==> src/rtl/numbo_pkg.sv <==
// Shared types and defaults for the numbotron register bank.
package numbo_pkg;

  localparam int NREGS_DEF = 8;
  localparam int WIDTH_DEF = 8;

  typedef enum logic [1:0] {
    OP_HOLD,
    OP_INC,
    OP_DEC
  } op_t;

  // Opposing masks on the same register cancel.
  function automatic op_t op_of(input logic inc, input logic dec);
    op_t op;
    op = OP_HOLD;
    if (inc && !dec) op = OP_INC;
    else if (dec && !inc) op = OP_DEC;
    return op;
  endfunction

endpackage

==> src/rtl/numbo_counter.sv <==
// One register cell: sequencer op, preset, and UI edit with wrap/floor handling.
module numbo_counter
  import numbo_pkg::*;
#(
  parameter int WIDTH = WIDTH_DEF,
  parameter logic [WIDTH-1:0] RST_VAL = '0
) (
  input  logic             clk,
  input  logic             rstb,
  input  op_t              op,
  input  logic             preset,
  input  logic [WIDTH-1:0] preset_val,
  input  logic             clr,
  input  logic             edit_inc,
  output logic [WIDTH-1:0] value,
  output logic             zero,
  output logic             ovf,
  output logic             unf
);

  logic [WIDTH-1:0] next_value;

  // Caller guarantees op is OP_HOLD whenever a UI edit is allowed.
  always_comb begin
    next_value = value;
    ovf        = 1'b0;
    unf        = 1'b0;
    if (preset) begin
      next_value = preset_val;
    end else if (op == OP_INC) begin
      next_value = value + WIDTH'(1);
      ovf        = (value == '1);
    end else if (op == OP_DEC) begin
      if (value != '0) next_value = value - WIDTH'(1);
      else             unf        = 1'b1;
    end else if (clr) begin
      next_value = '0;
    end else if (edit_inc) begin
      next_value = value + WIDTH'(1);
    end
  end

  always_ff @(posedge clk or negedge rstb) begin
    if (!rstb) value <= RST_VAL;
    else       value <= next_value;
  end

  assign zero = (value == '0);

endmodule

==> src/rtl/numbo_regfile.sv <==
// Register bank for the numbotron sequencer: step edge detect, counters, sticky flags, UI view/edit.
module numbo_regfile
  import numbo_pkg::*;
#(
  parameter int NREGS = NREGS_DEF,
  parameter int WIDTH = WIDTH_DEF,
  parameter logic [WIDTH-1:0] INIT0 = {{(WIDTH-1){1'b0}}, 1'b1},
  parameter logic [WIDTH-1:0] INIT1 = {{(WIDTH-1){1'b0}}, 1'b1}
) (
  input  logic             clk,
  input  logic             rstb,
  input  logic [NREGS-1:0] inc_regs,
  input  logic [NREGS-1:0] dec_regs,
  input  logic             dostep,
  input  logic             running,
  input  logic             load_init,
  input  logic [2:0]       ui_sel,
  input  logic             ui_inc,
  input  logic             ui_clr,
  output logic [NREGS-1:0] reg_0,
  output logic [WIDTH-1:0] ui_val,
  output logic [15:0]      step_count,
  output logic [NREGS-1:0] ovf_flags,
  output logic [NREGS-1:0] unf_flags
);

  logic             dostep_q;
  logic             fire;
  logic             edit_ok;
  logic [NREGS-1:0] ovf_p;
  logic [NREGS-1:0] unf_p;
  logic [WIDTH-1:0] vals [NREGS];

  assign fire    = dostep && !dostep_q;
  assign edit_ok = !running && !fire && !load_init;

  for (genvar i = 0; i < NREGS; i++) begin : g_cell
    localparam logic [WIDTH-1:0] IV = (i == 0) ? INIT0 : (i == 1) ? INIT1 : '0;
    logic hit;
    op_t  op;

    assign hit = edit_ok && (32'(ui_sel) == i);
    assign op  = fire ? op_of(inc_regs[i], dec_regs[i]) : OP_HOLD;

    numbo_counter #(
      .WIDTH   (WIDTH),
      .RST_VAL (IV)
    ) u_cell (
      .clk        (clk),
      .rstb       (rstb),
      .op         (op),
      .preset     (load_init),
      .preset_val (IV),
      .clr        (hit && ui_clr),
      .edit_inc   (hit && ui_inc),
      .value      (vals[i]),
      .zero       (reg_0[i]),
      .ovf        (ovf_p[i]),
      .unf        (unf_p[i])
    );
  end

  always_ff @(posedge clk or negedge rstb) begin
    if (!rstb) begin
      dostep_q   <= 1'b0;
      step_count <= '0;
      ovf_flags  <= '0;
      unf_flags  <= '0;
    end else begin
      dostep_q <= dostep;
      if (load_init) begin
        step_count <= '0;
        ovf_flags  <= '0;
        unf_flags  <= '0;
      end else begin
        if (fire) step_count <= step_count + 16'd1;
        ovf_flags <= ovf_flags | ovf_p;
        unf_flags <= unf_flags | unf_p;
      end
    end
  end

  always_comb begin
    ui_val = '0;
    if (32'(ui_sel) < NREGS) ui_val = vals[ui_sel];
  end

endmodule

==> config.mk <==
export PLATFORM = sky130hd
export DESIGN_NAME = numbo_regfile
export DESIGN_NICKNAME = d
export VERILOG_FILES = /design/src/rtl/numbo_pkg.sv /design/src/rtl/numbo_counter.sv /design/src/rtl/numbo_regfile.sv
export SDC_FILE = /design/constraint.sdc
export NUM_CORES = 1
export LEC_CHECK = 0
export CORE_ASPECT_RATIO = 1.5
export CORE_MARGIN = 2
export CORE_UTILIZATION = 54
export CTS_CLUSTER_DIAMETER = 120
export DETAILED_ROUTE_END_ITERATION = 8
export PLACE_DENSITY_LB_ADDON = 0.25
export SLEW_MARGIN = 20
export SYNTH_ARGS = -nofsm -noshare
export SYNTH_HDL_FRONTEND = slang
export SYNTH_SLANG_ARGS = --single-unit
==> constraint.sdc <==
create_clock -name clk -period 2.5 [get_ports clk]
set_input_delay 0.5 -clock clk [delete_from_list [all_inputs] [get_ports clk]]
set_output_delay 0.5 -clock clk [all_outputs]
set_load 0.01 [all_outputs]
==> results_dict.tcl <==
set metrics [dict create \
    min_path_type "input pin to async pin" \
    vias 8951 \
    slowest_stage "mux4_2" \
    worstMarginPinSlew_ps 817.3 \
    cp.arrival_ps 1980 \
    drc_errors 0 \
    cts_sinks 97 \
    crit_fanout 8 \
    io_buffers 73 \
    n_antenna_cell 0 \
    routedWlPerCell_um 20.66 \
    finalCritPeriodShare_pct 99.08 \
    seqCellArea_um2 2436 \
    crit_top_cell "buf_4" \
    grt_use_met2_pct 60.78 \
    maxCapViolations 0 \
    synth.area.top_cells "dfrtp_1 29%, nor2_1 4.3%, mux4_2 4.2%, ha_1 3.8%, a21oi_1 3.8%" \
    fillCellCount 1161 \
    clockBufferDepth 2 \
    io-pin-count 74 \
    gp_congestion 1.038 \
    die_h_um 154.3 \
    place_area_um2 10080 \
    grt_max_degree 44 \
    synth_nets 1014 \
    synth_area_um2 8129 \
    required_ps 2000 \
    grt_setup_unrepaired "false" \
    gr-max-usage-layer "met2" \
    fin_area_um2 10560 \
    peakVddDrop_v 0.0002973 \
    yosys_warnings 0 \
    first_global_vias 8640 \
    antenna_found_initial 0 \
    ant_nets 0 \
    drive_gt1_share_pct 24.39 \
    dieArea_um2 16070 \
    final_nets 1198 \
    p_per_area_nw_per_um2 376.8 \
    cts_buffers 9 \
    slew_headroom_pct 45.46 \
    hpwl_um 20480 \
    cp_cell_sequence "buf_4, bufbuf_16, buf_4, buf_4, mux4_2, mux2_4, buf_2" \
    core_um2 14660 \
    slew_violations 0 \
    status "finished clean" \
    overflow 0 \
    grt_pass1_wl_um 44710 \
    synth-main-ff-cell "dfrtp_1" \
    drt_iter0_drc 816 \
    setup.worst_path.class "input pin to output pin" \
    period_needed_ps 2477 \
    synth_seq_cells 97 \
    setup_viol 0 \
    leakage_nw 4.355 \
    cts.htree.levels 3 \
    wl_um 27840 \
    end_kind "output pin" \
    synthCells 963 \
    synth_top_area_share_pct 29.24 \
    synthDistinctLibCells 87 \
    clkSlewWorstSetupHoldPaths_ps 80 \
    timing_hold_violations_final 0 \
    setup_slack_ps 23.05 \
    num_rows 54 \
    grt_use_met1_pct 39.74 \
    initial_core_util_pct 55.44 \
    met3_usage_pct 5.647 \
    syn_avg_cell_area_um2 8.441 \
    die_x_um 104.2 \
    clk_latency_ps 360 \
    first_pass_iters 6 \
    skew_ps 11.32 \
    vias_per_cell 6.640 \
    synthToLayoutAreaGrowth_pct 29.88 \
    max_stage_delay_ps 310 \
    preCtsSetupSlack_ps -564.9 \
    max_freq_mhz 403.7 \
    async_flop_share_pct 100.0 \
    cts_root_buffer "clkbuf_16" \
    cts-hold-fix-buffers 0 \
    grt_use_total_pct 34.72 \
    critPathLaunchType "input pin" \
    multiInputGateArea_um2 5230 \
    fin_util_pct 72.01 \
    ys_seq_area_share_pct 29.89 \
    synth_top_area_cell "dfrtp_1" \
    cts_tree "built" \
    synth-edff-count 0 \
]
[cells by family (layout without fill, tap and decap cells)]
logic type	count (synthesis)	count (layout)	synth area share (%)
simple gates	381	381	26.43
compound gates	283	283	24.50
buf+inv	125	314	6.711
flops	97	97	29.89
xor+xnor	27	27	2.909
fa+ha+maj	25	25	3.848
mux	25	25	5.710
[sequential cells by signal (all words and copies together), names as in the netlist]
signal	count
step_count	16
dostep_q	1
g_cell.u_cell.value	64
unf_flags	8
ovf_flags	8
[critical path, delay by kind of cell]
family	cells	cell delay (ps)
buffers and inverters	5	860
muxes	2	620
[through the flow]
stage                     TNS [ps]  hold slack, ps  cells  power, W
final                            0           106.4   1348  0.003978
after global routing             0           141.0   1348  0.004117
after CTS                        0           127.9   1344  0.003945
after detailed placement    -14550           488.6   1322  0.002560
after global placement      -13230           478.0   1322  0.002549
after floorplan                  0           204.4    963  0.002166
[cells in the mapped netlist, types with 4 or more instances]
cell type / instances
nand2b_1: 9
nand3b_1: 4
a21oi_1: 62
o311ai_0: 4
nand4_1: 17
xnor2_1: 11
nor2_1: 93
ha_1: 25
a31oi_1: 21
xor2_1: 16
a311oi_1: 5
nor3_1: 26
o21ai_0: 44
o31ai_1: 19
or4_4: 4
nand3_1: 42
mux4_2: 15
clkbuf_1: 44
or4_1: 6
or2_2: 9
a21o_1: 5
nor2b_1: 12
o22ai_1: 9
dfrtp_1: 95
nand2_1: 70
and4_1: 6
a221oi_1: 15
nor4_1: 16
inv_1: 48
a211oi_1: 33
or3_1: 11
buf_2: 15
buf_4: 13
o32ai_1: 11
nand4b_1: 9
and2_1: 6
nand4bb_1: 6
mux2_2: 8
and3_1: 8
a22oi_1: 9
[placed cells by master (no fill, tap or decap), drive strengths merged, types with 6 or more instances in the layout]
cell and count:
and3 8, and2 6, or4 10, or3 11, o21ai 45, nor3 30
nand2 71, nor4 16, xnor2 11, inv 52, a22oi 9, nor2b 12
clkbuf 10, a221oi 16, nor4b 6, a211oi 34, nor2 95, buf 180
mux4 16, nand4bb 6, and4 7, o22ai 9, a31oi 21, mux2 8
nand4b 9, clkdlybuf4s50 55, nand3 42, or2 9, dfrtp 95, nand4 17
o32ai 11, o31ai 21, xor2 16, nand2b 9, ha 25, a21oi 62
[power breakdown]
part | total [W] | internal, W | switching (W)
sequential | 0.00164 | 0.00160 | 0.0000424
combinational | 0.000939 | 0.000423 | 0.000515
clock | 0.00140 | 0.000694 | 0.000702
[cell type report]
class,count,share of cell area [%]
well taps,196,2.323
repair buffers,250,20.66
clock inverters,7,0.5689
clock buffers,9,2.133
multi-input cells,741,49.54
flip-flops and latches,97,23.07
inverters,48,1.707
[layer usage]
metal	vias to the layer above	routed length (µm)
met4	0	1675
met2	516	14010
met1	4297	9986
met5	-	0
met3	129	2175
li1	4009	-
[path summary, 6_finish.rpt]
path,startpoint,end,slack [ps],cells past startpoint
setup / recovery,ui_sel[0],ui_val[0],20,7
hold / removal,rstb,step_count[14]$_DFFE_PN0P_,110,1
setup reg to reg,dostep_q$_DFF_PN0_,g_cell[3].u_cell.value[7]$_DFFE_PN0P_,230,7
hold reg to reg,unf_flags[2]$_DFF_PN0_,unf_flags[2]$_DFF_PN0_,500,1
max in group asynchronous,rstb,g_cell[5].u_cell.value[6]$_DFFE_PN0P_,1690,2
min in group clk,unf_flags[2]$_DFF_PN0_,unf_flags[2]$_DFF_PN0_,500,1
[repair_timing]
action / 4_1_cts / 5_1_grt
pin swaps: 0 / 1
setup buffers: 4 / 4
resized for setup: 36 / 17
setup endpoints to repair: 15 / 11
gates cloned: 2 / 0
No activity file was read; power rests on OpenSTA's default activity.
